<file path="src/rtl/soc_system_led_out.sv">
// ---------------------------------------------------------------------------
// soc_system_led_out
//
// Avalon-MM slave output port for board LEDs (or any static output pins).
// Provides a data register with atomic bit-set / bit-clear aliases and an
// optional hardware blink engine whose phase XORs selected output bits.
//
// Optional feature macro: SOC_SYSTEM_LED_BLINK_EN
//   defined     : blink engine plus BLINK_MASK / BLINK_PERIOD / STATUS registers
//   not defined : no counter or phase logic; out_port follows DATA only
//
// Register map (word addresses):
//   0 DATA          R/W  data[DATA_WIDTH-1:0]
//   1 BLINK_MASK    R/W  bits that blink (reads 0 without blink engine)
//   2 BLINK_PERIOD  R/W  24-bit half-period reload P (reads 0 without engine)
//   3 STATUS        RO   bit0 = phase (reads 0 without engine)
//   4 OUTSET        WO   data <= data | wd, reads 0
//   5 OUTCLEAR      WO   data <= data & ~wd, reads 0
//   6,7             --   read 0, writes ignored
//
// Parameters:
//   DATA_WIDTH   number of output bits (1..32)
//   RESET_VALUE  value of the data register and out_port at reset
//
// Ports:
//   clk         bus clock, rising edge
//   reset_n     asynchronous active-low reset
//   address     word address
//   chipselect  slave select
//   write_n     active-low write strobe, qualified by chipselect
//   writedata   write data
//   readdata    registered read data (1-cycle latency, no wait states)
//   out_port    registered output pins
// ---------------------------------------------------------------------------
module soc_system_led_out #(
  parameter int          DATA_WIDTH  = 10,
  parameter logic [31:0] RESET_VALUE = 32'h0
) (
  input  logic                  clk,
  input  logic                  reset_n,
  input  logic [2:0]            address,
  input  logic                  chipselect,
  input  logic                  write_n,
  input  logic [31:0]           writedata,
  output logic [31:0]           readdata,
  output logic [DATA_WIDTH-1:0] out_port
);

  localparam logic [2:0] ADDR_DATA     = 3'd0;
  localparam logic [2:0] ADDR_MASK     = 3'd1;
  localparam logic [2:0] ADDR_PERIOD   = 3'd2;
  localparam logic [2:0] ADDR_STATUS   = 3'd3;
  localparam logic [2:0] ADDR_OUTSET   = 3'd4;
  localparam logic [2:0] ADDR_OUTCLEAR = 3'd5;

  localparam logic [DATA_WIDTH-1:0] RST_DATA = RESET_VALUE[DATA_WIDTH-1:0];

  // -------------------------------------------------------------------------
  // Bus decode
  // -------------------------------------------------------------------------
  logic                  wr_en;
  logic [DATA_WIDTH-1:0] wd_data;

  assign wr_en   = chipselect & ~write_n;
  assign wd_data = writedata[DATA_WIDTH-1:0];

  // Upper write-data bits beyond the implemented registers are don't-care.
  logic unused_wd;
  assign unused_wd = ^writedata;

  // -------------------------------------------------------------------------
  // Data register with set / clear aliases
  // -------------------------------------------------------------------------
  logic [DATA_WIDTH-1:0] data_reg;
  logic [DATA_WIDTH-1:0] data_next;

  always_comb begin
    data_next = data_reg;
    if (wr_en) begin
      case (address)
        ADDR_DATA:     data_next = wd_data;
        ADDR_OUTSET:   data_next = data_reg | wd_data;
        ADDR_OUTCLEAR: data_next = data_reg & ~wd_data;
        default:       data_next = data_reg;
      endcase
    end
  end

  always_ff @(posedge clk or negedge reset_n) begin
    if (!reset_n) begin
      data_reg <= RST_DATA;
    end else begin
      data_reg <= data_next;
    end
  end

  // Per-bit XOR term applied to data on its way to the pins.
  logic [DATA_WIDTH-1:0] blink_xor;

  // Read values of the blink registers, zero-extended to the bus width.
  logic [31:0] rd_mask;
  logic [31:0] rd_period;
  logic [31:0] rd_status;

`ifdef SOC_SYSTEM_LED_BLINK_EN
  // -------------------------------------------------------------------------
  // Blink engine
  // -------------------------------------------------------------------------
  logic [DATA_WIDTH-1:0] blink_mask_reg;
  logic [DATA_WIDTH-1:0] blink_mask_next;
  logic [23:0]           period_reg;
  logic [23:0]           period_next;
  logic [23:0]           cnt_reg;
  logic [23:0]           cnt_next;
  logic                  phase_reg;
  logic                  phase_next;

  always_comb begin
    blink_mask_next = blink_mask_reg;
    period_next     = period_reg;
    cnt_next        = cnt_reg;
    phase_next      = phase_reg;

    if (wr_en && (address == ADDR_MASK)) begin
      blink_mask_next = wd_data;
    end

    // A period write restarts the engine and wins over a toggle due on the
    // same edge, so the new half-period is always measured from the write.
    if (wr_en && (address == ADDR_PERIOD)) begin
      period_next = writedata[23:0];
      cnt_next    = writedata[23:0];
      phase_next  = 1'b0;
    end else if (period_reg == 24'd0) begin
      cnt_next   = 24'd0;
      phase_next = 1'b0;
    end else if (cnt_reg != 24'd0) begin
      cnt_next = cnt_reg - 24'd1;
    end else begin
      // Terminal count: reload and toggle, giving a toggle every P+1 cycles.
      cnt_next   = period_reg;
      phase_next = ~phase_reg;
    end
  end

  always_ff @(posedge clk or negedge reset_n) begin
    if (!reset_n) begin
      blink_mask_reg <= '0;
      period_reg     <= 24'd0;
      cnt_reg        <= 24'd0;
      phase_reg      <= 1'b0;
    end else begin
      blink_mask_reg <= blink_mask_next;
      period_reg     <= period_next;
      cnt_reg        <= cnt_next;
      phase_reg      <= phase_next;
    end
  end

  generate
    for (genvar gi = 0; gi < DATA_WIDTH; gi++) begin : g_blink_xor
      assign blink_xor[gi] = blink_mask_reg[gi] & phase_reg;
    end
  endgenerate

  always_comb begin
    rd_mask                   = '0;
    rd_mask[DATA_WIDTH-1:0]   = blink_mask_reg;
    rd_period                 = {8'd0, period_reg};
    rd_status                 = {31'd0, phase_reg};
  end
`else
  // -------------------------------------------------------------------------
  // No blink engine: pins follow DATA, blink registers read as zero.
  // -------------------------------------------------------------------------
  generate
    for (genvar gi = 0; gi < DATA_WIDTH; gi++) begin : g_blink_xor
      assign blink_xor[gi] = 1'b0;
    end
  endgenerate

  assign rd_mask   = 32'd0;
  assign rd_period = 32'd0;
  assign rd_status = 32'd0;
`endif

  // -------------------------------------------------------------------------
  // Output pins: one register stage after data / phase.
  // -------------------------------------------------------------------------
  logic [DATA_WIDTH-1:0] out_port_reg;
  logic [DATA_WIDTH-1:0] out_port_next;

  assign out_port_next = data_reg ^ blink_xor;

  always_ff @(posedge clk or negedge reset_n) begin
    if (!reset_n) begin
      out_port_reg <= RST_DATA;
    end else begin
      out_port_reg <= out_port_next;
    end
  end

  assign out_port = out_port_reg;

  // -------------------------------------------------------------------------
  // Read path: free-running mux of pre-edge register values, so a read and a
  // write to the same address in one cycle return the old contents.
  // -------------------------------------------------------------------------
  logic [31:0] rd_data_ext;
  logic [31:0] readdata_reg;
  logic [31:0] readdata_next;

  always_comb begin
    rd_data_ext                   = '0;
    rd_data_ext[DATA_WIDTH-1:0]   = data_reg;
  end

  always_comb begin
    readdata_next = 32'd0;
    case (address)
      ADDR_DATA:   readdata_next = rd_data_ext;
      ADDR_MASK:   readdata_next = rd_mask;
      ADDR_PERIOD: readdata_next = rd_period;
      ADDR_STATUS: readdata_next = rd_status;
      default:     readdata_next = 32'd0;
    endcase
  end

  always_ff @(posedge clk or negedge reset_n) begin
    if (!reset_n) begin
      readdata_reg <= 32'd0;
    end else begin
      readdata_reg <= readdata_next;
    end
  end

  assign readdata = readdata_reg;

endmodule

</file>
<file path="config.mk">
export PLATFORM = sky130hd
export DESIGN_NAME = soc_system_led_out
export DESIGN_NICKNAME = d
export VERILOG_FILES = /design/src/rtl/soc_system_led_out.sv
export SDC_FILE = /design/constraint.sdc
export NUM_CORES = 1
export LEC_CHECK = 0
export ABC_AREA = 1
export BUFFER_PORTS_ARGS = -buffer_cell sky130_fd_sc_hd__buf_2
export CAP_MARGIN = 10
export CORE_MARGIN = 10
export CORE_UTILIZATION = 42
export DETAILED_ROUTE_END_ITERATION = 10
export PLACE_DENSITY_LB_ADDON = 0.3
export SYNTH_ARGS = -nofsm -noshare
export SYNTH_HDL_FRONTEND = slang
export SYNTH_SLANG_ARGS = --single-unit
</file>
<file path="constraint.sdc">
create_clock -name clk -period 0.8 [get_ports clk]
set_input_delay 0.16 -clock clk [delete_from_list [all_inputs] [get_ports clk]]
set_output_delay 0.16 -clock clk [all_outputs]
set_load 0.03 [all_outputs]
</file>
==> results of run 1 <==
[per-stage QoR]
step	cell area, sq um	utilization	power [mW]
6_report	1724	0.5742	3.888
3_5_place_dp	1511	0.5033	2.620
4_1_cts	1724	0.5742	3.928
3_3_place_gp	1511	0.5033	2.598
2_1_floorplan	1388	-	2.423
5_1_grt	1724	0.5742	4.073
[Yosys cell counts]
| library cell | count |
|---|---|
| inv_1 | 12 |
| nand3b_1 | 10 |
| nand2_1 | 30 |
| conb_1 | 1 |
| dfrtp_1 | 30 |
| and2b_1 | 1 |
| buf_2 | 1 |
| nand3_1 | 10 |
| a21oi_2 | 1 |
| buf_4 | 23 |
| clkbuf_1 | 1 |
| buf_6 | 1 |
| clkinv_1 | 1 |
| or2_1 | 2 |
| nor2_1 | 11 |
[routing by layer]
metal | global-route usage | wire [um]
met4 | 0.06186 | 64
met5 | 0 | 0
met3 | 0.03646 | 178
met1 | 0.1041 | 1154
met2 | 0.1709 | 1319
[where the power goes]
group          switching (mW)  total, mW  internal [mW]  leakage (nW)
sequential              0.114       1.82           1.71         0.395
clock                   0.505       1.15          0.647        0.0450
combinational           0.572      0.916          0.344         0.492
[cells in the final DEF, fill, tap and decap left out, types with 2 or more instances in the layout]
cell      count
buf_12        2
buf_2        16
buf_4         8
buf_6        20
clkbuf_4      5
clkinv_2      2
conb_1       22
dfrtp_1      30
inv_1        12
nand2_1      30
nand3_1      10
nand3b_1     10
nor2_1       11
or2_1         2
[how the worst min path moves through the flow]
stage / start / endpoint / depth (start not counted)
floorplan: reset_n / data_reg[0] / 0
global placement: reset_n / readdata[3] / 2
detailed placement: reset_n / readdata[3] / 2
CTS: writedata[4] / data_reg[4] / 3
global route: writedata[4] / data_reg[4] / 3
finish: writedata[4] / data_reg[4] / 3
[layout make-up]
| type | count | share of cell area |
|---|---|---|
| Sequential cell | 30 | 0.4354 |
| Timing Repair Buffer | 47 | 0.2409 |
| Multi-Input combinational cell | 87 | 0.2264 |
| Inverter | 13 | 0.02830 |
| Tap cell | 33 | 0.02395 |
| Clock inverter | 3 | 0.02322 |
| Clock buffer | 5 | 0.02177 |
[kinds of logic after synthesis]
| kind of cell | share of synthesized area |
|---|---|
| other | 0.002876 |
| buffers and inverters | 0.1852 |
| and+or+nand+nor | 0.2294 |
| DFF | 0.5758 |
| AOI/OAI and AO/OA | 0.006719 |
[timing repair]
action                                 in CTS  in global routing
setup endpoints to repair                  20                 20
buffers inserted                            0                  0
endpoints found under the hold margin      30                  0
resized for setup                          40                  0
hold buffers                                1                  0
[worst register-to-register path: stages (launching register included)]
cell,delay (ns)
dfrtp_1,0.41
nand2_1,0.08
nand2_1,0.07
==> impl_metrics.env, run 1 <==
export IMPL_dieHeight_um=75.72
export IMPL_rsz0062_at_grt="true"
export IMPL_clock_fmax_ghz=0.9662
export IMPL_period_needed_ns=1.035
export IMPL_grt_start_max_net_pins=31
export IMPL_violations="setup timing"
export IMPL_cp_depth=1
export IMPL_drive_gt1_frac=0.2973
export IMPL_post_place_ws_ns=-0.2852
export IMPL_dp_hpwl_um=2077
export IMPL_status="finished with violations"
export IMPL_setup_ws_ns=-0.2350
export IMPL_end_kind="output port"
export IMPL_skew_ns=0.007293
export IMPL_fillers=253
export IMPL_cts_buffer_depth=2
export IMPL_synth_seq_cells=30
export IMPL_syn_area_sq_um=1304
export IMPL_cts_buffers=5
export IMPL_grt_pass1_wl_um=4257
export IMPL_hold_ws_ns=0.03329
export IMPL_ant_nets=0
export IMPL_io_pins=81
export IMPL_drt_iter0_markers=64
export IMPL_synth_top_area_frac=0.5758
export IMPL_syn_inst=135
export IMPL_cpLargestDelayFamily="flip-flops"
export IMPL_arrival_ns=0.87
export IMPL_wirelength_um=2716
export IMPL_finalMaxSlewViolations=0
export IMPL_antenna_found_initial=0
export IMPL_synth_area_leaders="dfrtp_1, buf_4, nand2_1"
export IMPL_num_vias=927
export IMPL_instances_no_fill=218
export IMPL_syn_to_final_growth_pct=32.25
export IMPL_critPathSlowestCell="dfrtp_1"
export IMPL_hold_class="input port to flop"
export IMPL_first_global_vias=983
export IMPL_viasPerCell=4.252
export IMPL_required_ns=0.64
export IMPL_drt_first_pass_iters=4
export IMPL_finalSetupViolCount=20
export IMPL_setup_worst_path_end="out_port[6]"
export IMPL_p_leak_nw=0.9319
export IMPL_drv_cap=0
export IMPL_nNetsFinal=223
export IMPL_core_area_sq_um=3003
export IMPL_reg2reg_to="data_reg[6]"
export IMPL_avgRoutedWirePerCell_um=12.46
export IMPL_yosysWarningCount=0
export IMPL_r2r_start="data_reg[6]"
export IMPL_port_buffers=36
export IMPL_syn_avg_cell_area_sq_um=9.657
export IMPL_p_per_area_nw_per_um2=2255
export IMPL_post_route_period_util=1.294
export IMPL_fin_setup_tns_ns=-4.074
export IMPL_synth_cell_types=15
export IMPL_num_rows=20
export IMPL_n_antenna_cell=0
export IMPL_clk_pin_slew_ns=0.09
export IMPL_dpl_cell_count=209
export IMPL_cp_num_buf_inv=1
export IMPL_crit_fanout=1
export IMPL_synth_seq_area_share=0.5758
export IMPL_r2r_slack_ns=0.14
export IMPL_seq_area_sq_um=750.7
export IMPL_gp_congestion=0.7917
export IMPL_start_kind="flop"
export IMPL_start_util=0.4342
export IMPL_cts_max_level=2
export IMPL_multi_input_area_sq_um=390.4
export IMPL_worst_setup_path_type="flop to output port"
export IMPL_reg2regPathDepth=2
export IMPL_die_w_um=75.72
export IMPL_yosys_area_top_type="dfrtp_1"
export IMPL_vdd_ir_drop_max_uv=928.6
export IMPL_clock_latency_ns=0.33
export IMPL_cts_tree="yes"
export IMPL_hold_viol_final=0
export IMPL_grt_overflow_total=0
export IMPL_drc=0
export IMPL_clock_sinks=30
export IMPL_crit_chain="buf_6"
export IMPL_critPathLaunch="out_port[6]"
export IMPL_critPathMaxStageDelay_ns=0.40
export IMPL_die_area_sq_um=5733
export IMPL_grt_util_all_layers=0.1008
export IMPL_cts_root_buf="clkbuf_4"
(Power assumes the default switching activity.)
==> run 2, diff against run 1 <==
==> constraint.sdc (replaced) <==
create_clock -name clk -period 0.96 [get_ports clk]
set_input_delay 0.192 -clock clk [delete_from_list [all_inputs] [get_ports clk]]
set_output_delay 0.192 -clock clk [all_outputs]
set_load 0.03 [all_outputs]
==> impl_metrics.env, run 2 (synthesis results as in run 1) <==
export IMPL_drv_cap=0
export IMPL_n_antenna_cell=0
export IMPL_crit_fanout=1
export IMPL_p_per_area_nw_per_um2=1911
export IMPL_period_needed_ns=1.082
export IMPL_violations="setup timing"
export IMPL_power_frac_comb=0.231
export IMPL_reg2reg_to="readdata[9]"
export IMPL_power_frac_clock=0.301
export IMPL_vdd_ir_drop_max_uv=823.1
export IMPL_critPathSlowestCell="dfrtp_1"
export IMPL_die_w_um=75.72
export IMPL_finalMaxSlewViolations=0
export IMPL_min_path_cells=3
export IMPL_antenna_found_initial=0
export IMPL_io_pins=81
export IMPL_instances_no_fill=218
export IMPL_cts_tree="yes"
export IMPL_rsz0062_at_grt="true"
export IMPL_grt_overflow_total=0
export IMPL_reg2regPathDepth=2
export IMPL_multi_input_area_sq_um=390.4
export IMPL_drt_first_pass_iters=4
export IMPL_grt_start_max_net_pins=31
export IMPL_drc=0
export IMPL_intPower_mw=2.235
export IMPL_cts_buffers=5
export IMPL_grt_util_all_layers=0.1041
export IMPL_clock_fmax_ghz=0.9242
export IMPL_core_area_sq_um=3003
export IMPL_dp_hpwl_um=2157
export IMPL_num_vias=956
export IMPL_hp_start="writedata[0]"
export IMPL_clock_latency_ns=0.33
export IMPL_drt_iter0_markers=83
export IMPL_hold_viol_final=0
export IMPL_cts_max_level=2
export IMPL_whs_endpoint="data_reg[0]"
export IMPL_cts_buffer_depth=2
export IMPL_syn_to_final_growth_pct=30.33
export IMPL_seq_area_sq_um=750.7
export IMPL_end_kind="output port"
export IMPL_post_route_period_util=1.127
export IMPL_ant_nets=0
export IMPL_critPathMaxStageDelay_ns=0.41
export IMPL_setup_ws_ns=-0.1220
export IMPL_crit_chain="buf_6"
export IMPL_dpl_cell_count=209
export IMPL_gp_congestion=0.7793
export IMPL_p_sw_frac=0.3118
export IMPL_arrival_ns=0.89
export IMPL_clk_pin_slew_ns=0.10
export IMPL_nNetsFinal=223
export IMPL_port_buffers=36
export IMPL_skew_ns=0.003264
export IMPL_hold_class="input port to flop"
export IMPL_num_rows=20
export IMPL_cp_num_buf_inv=1
export IMPL_finalSetupViolCount=20
export IMPL_pwr_share_seq=0.469
export IMPL_fillers=272
export IMPL_hold_ws_ns=0.07194
export IMPL_p_leak_nw=0.9249
export IMPL_first_global_vias=1045
export IMPL_wirelength_um=2837
export IMPL_grt_pass1_wl_um=4402
export IMPL_required_ns=0.77
export IMPL_status="finished with violations"
export IMPL_r2r_start="data_reg[9]"
export IMPL_r2r_slack_ns=0.32
export IMPL_cts_root_buf="clkbuf_4"
export IMPL_dieHeight_um=75.72
export IMPL_start_util=0.4342
export IMPL_p_sw_mw=1.012
export IMPL_avgRoutedWirePerCell_um=13.01
export IMPL_worst_setup_path_type="flop to output port"
export IMPL_final_cell_mix="nand2_1, dfrtp_1, conb_1"
export IMPL_start_kind="flop"
export IMPL_drive_gt1_frac=0.2973
export IMPL_die_area_sq_um=5733
export IMPL_cpLargestDelayFamily="flip-flops"
export IMPL_clock_sinks=30
export IMPL_viasPerCell=4.385
==> run 2: per-layer routing <==
| metal | track usage | share of wire | vias to the layer above |
|---|---|---|---|
| li1 | - | - | 468 |
| met1 | 0.1034 | 0.38 | 430 |
| met2 | 0.1822 | 0.52 | 48 |
| met3 | 0.02865 | 0.059 | 10 |
| met4 | 0.07629 | 0.038 | 0 |
| met5 | 0 | 0 | - |
==> run 2: worst max-delay path by stage <==
stage / slack, ns / cells after the start / endpoint / startpoint
2_1_floorplan: 0.06 / 6 / data_reg[0] / chipselect
3_3_place_gp: -0.14 / 4 / readdata[4] / address[1]
3_5_place_dp: -0.19 / 4 / readdata[9] / address[1]
4_1_cts: -0.12 / 1 / out_port[9] / out_port[9]
5_1_grt: -0.14 / 1 / out_port[9] / out_port[9]
6_report: -0.12 / 1 / out_port[9] / out_port[9]
==> run 2: repair_timing <==
item                                    in CTS  in global routing
endpoints found under the hold margin       30                  0
gates resized for setup                     40                  0
buffers inserted                             0                  0
hold buffers                                 1                  0
endpoints found under the setup margin      20                 20
==> run 2: through the flow <==
| step | worst slack, ns | util | cell area, sq um | total power [mW] | setup TNS [ns] |
|---|---|---|---|---|---|
| final | -0.1220 | 0.5658 | 1699 | 3.247 | -1.655 |
| after CTS | -0.1232 | 0.5658 | 1699 | 3.276 | -1.979 |
| after floorplan | 0.06191 | - | 1383 | 2.014 | 0 |
| after global placement | -0.1393 | 0.4950 | 1486 | 2.146 | -2.261 |
| after detailed placement | -0.1877 | 0.4950 | 1486 | 2.171 | -3.191 |
| after global routing | -0.1405 | 0.5658 | 1699 | 3.425 | -2.466 |
==> run 2: layout make-up <==
type                            instances  share of cell area
Sequential cell                        30              0.4418
Multi-Input combinational cell         87              0.2297
Timing Repair Buffer                   47              0.2297
Inverter                               13             0.02872
Tap cell                               33             0.02430
Clock inverter                          3             0.02356
Clock buffer                            5             0.02209
==> run 2: power groups by stage <==
| stage | Clock [mW] | Sequential [mW] | Combinational (mW) |
|---|---|---|---|
| after detailed placement | 0 | 1.52 | 0.646 |
| after global routing | 1.07 | 1.54 | 0.811 |
| final | 0.976 | 1.52 | 0.749 |
| after CTS | 1.00 | 1.52 | 0.752 |
| after global placement | 0 | 1.51 | 0.634 |
| after floorplan | 0 | 1.69 | 0.324 |
==> run 2: worst min-delay path: stages <==
cell and delay [ns]:
buf_2 0.08, nand2_1 0.05, nand2_1 0.05
==> run 3, diff against run 2 <==
--- a/config.mk
+++ b/config.mk
@@ -11,7 +11,7 @@
 export CORE_MARGIN = 10
 export CORE_UTILIZATION = 42
 export DETAILED_ROUTE_END_ITERATION = 10
-export PLACE_DENSITY_LB_ADDON = 0.3
+export PLACE_DENSITY = 0.79
 export SYNTH_ARGS = -nofsm -noshare
 export SYNTH_HDL_FRONTEND = slang
 export SYNTH_SLANG_ARGS = --single-unit
==> impl_metrics.env, run 3 (synthesis results as in run 1) <==
export IMPL_cts_max_level=2
export IMPL_drive_gt1_frac=0.2880
export IMPL_n_antenna_cell=0
export IMPL_clock_fmax_ghz=0.9510
export IMPL_hold_ws_ns=0.07053
export IMPL_critPathSlowestCell="dfrtp_1"
export IMPL_start_kind="flop"
export IMPL_clock_latency_ns=0.32
export IMPL_drv_cap=0
export IMPL_clk_pin_slew_ns=0.09
export IMPL_vdd_ir_drop_max_uv=563.6
export IMPL_num_rows=20
export IMPL_drt_iter0_markers=54
export IMPL_final_cell_mix="nand2_1, dfrtp_1, conb_1"
export IMPL_nNetsFinal=222
export IMPL_gp_congestion=0.7609
export IMPL_violations="setup timing"
export IMPL_setup_ws_ns=-0.09154
export IMPL_status="finished with violations"
export IMPL_dp_hpwl_um=2079
export IMPL_final_cell_area_sq_um=1687
export IMPL_reg2regPathDepth=2
export IMPL_whs_endpoint="data_reg[1]"
export IMPL_cts_tree="yes"
export IMPL_dieHeight_um=75.72
export IMPL_finalMaxSlewViolations=0
export IMPL_rsz0062_at_grt="true"
export IMPL_grt_overflow_total=0
export IMPL_worst_setup_path_type="flop to output port"
export IMPL_skew_ns=0.002762
export IMPL_post_route_period_util=1.095
export IMPL_hp_start="writedata[1]"
export IMPL_critPathMaxStageDelay_ns=0.39
export IMPL_end_kind="output port"
export IMPL_crit_chain="buf_6"
export IMPL_finalSetupViolCount=20
export IMPL_critPathLaunch="readdata[3]"
export IMPL_period_needed_ns=1.052
export IMPL_grt_start_max_net_pins=31
export IMPL_required_ns=0.77
export IMPL_clock_sinks=30
export IMPL_syn_to_final_growth_pct=29.37
export IMPL_r2r_start="data_reg[1]"
export IMPL_grt_util_all_layers=0.1016
export IMPL_cp_num_buf_inv=1
export IMPL_viasPerCell=4.410
export IMPL_fin_setup_tns_ns=-1.483
export IMPL_ant_nets=0
export IMPL_first_global_vias=983
export IMPL_antenna_found_initial=0
export IMPL_wirelength_um=2768
export IMPL_finalPower_mw=3.023
export IMPL_hold_viol_final=0
export IMPL_io_pins=81
export IMPL_crit_fanout=1
export IMPL_core_area_sq_um=3003
export IMPL_port_buffers=36
export IMPL_drt_first_pass_iters=4
export IMPL_hold_class="input port to flop"
export IMPL_cpLargestDelayFamily="flip-flops"
export IMPL_cts_root_buf="clkbuf_4"
export IMPL_die_area_sq_um=5733
export IMPL_grt_pass1_wl_um=4326
export IMPL_postPlaceCellArea_sq_um=1491
export IMPL_drc=0
export IMPL_die_w_um=75.72
export IMPL_p_per_area_nw_per_um2=1792
export IMPL_num_vias=957
export IMPL_min_path_cells=3
export IMPL_r2r_slack_ns=0.33
export IMPL_reg2reg_to="readdata[1]"
export IMPL_p_leak_nw=0.9154
export IMPL_avgRoutedWirePerCell_um=12.76
export IMPL_cts_buffer_depth=2
export IMPL_post_route_util=0.5617
export IMPL_cts_buffers=5
export IMPL_start_util=0.4342
export IMPL_arrival_ns=0.86
[run 3: cell types whose count changed in the layout (fill, tap and decap cells not counted)]
| cell | change |
|---|---|
| bufinv_16 | -1 |
| clkbuf_8 | +1 |
| buf_12 | +1 |
| clkbuf_1 | +1 |
| buf_4 | -2 |
| clkinv_2 | -1 |
[run 3: through the flow]
stage / std cells / worst slack [ns]
CTS: 217 / -0.1129
global placement: 208 / -0.1545
floorplan: 156 / 0.06191
detailed placement: 208 / -0.1970
global route: 217 / -0.1319
finish: 217 / -0.09154
[run 3: metal layers]
layer / vias up / track usage / wire length (um)
met5: - / 0 / 0
met4: 0 / 0.04330 / 38
met3: 5 / 0.06120 / 306
met2: 47 / 0.1596 / 1290
met1: 443 / 0.1080 / 1133
li1: 462 / - / -
[run 3: what timing repair did]
action	CTS	global route
hold buffers	1	0
gates resized for setup	40	0
endpoints found under the hold margin	30	0
setup endpoints to repair	20	20
buffers inserted	0	0
cloned	0	0
[run 3: worst register-to-register path, cell delays in order, from the launching register on]
cell	delay, ns
dfrtp_1	0.41
inv_1	0.06
nor2_1	0.04
[run 3: report_power, final]
part	leakage (nW)	internal, mW	total [mW]	switching (mW)
combinational	0.486	0.275	0.747	0.472
sequential	0.395	1.42	1.52	0.0956
clock	0.0353	0.354	0.759	0.404
[run 3: worst max path at each step]
stage | slack [ns] | end | depth (start not counted)
floorplan | 0.06 | data_reg[0] | 6
global placement | -0.15 | readdata[8] | 4
detailed placement | -0.20 | readdata[3] | 4
CTS | -0.11 | readdata[3] | 1
global route | -0.13 | readdata[3] | 1
finish | -0.09 | readdata[3] | 1
[run 3: layout make-up]
| type | count | area, sq um |
|---|---|---|
| multi-input combinational | 87 | 390.4 |
| tap | 33 | 41.29 |
| timing repair buffer | 46 | 395.4 |
| clock inverter | 1 | 5.005 |
| sequential | 30 | 750.7 |
| fill | 270 | 1316 |
| inverter | 13 | 48.80 |
| clock buffer | 7 | 55.05 |
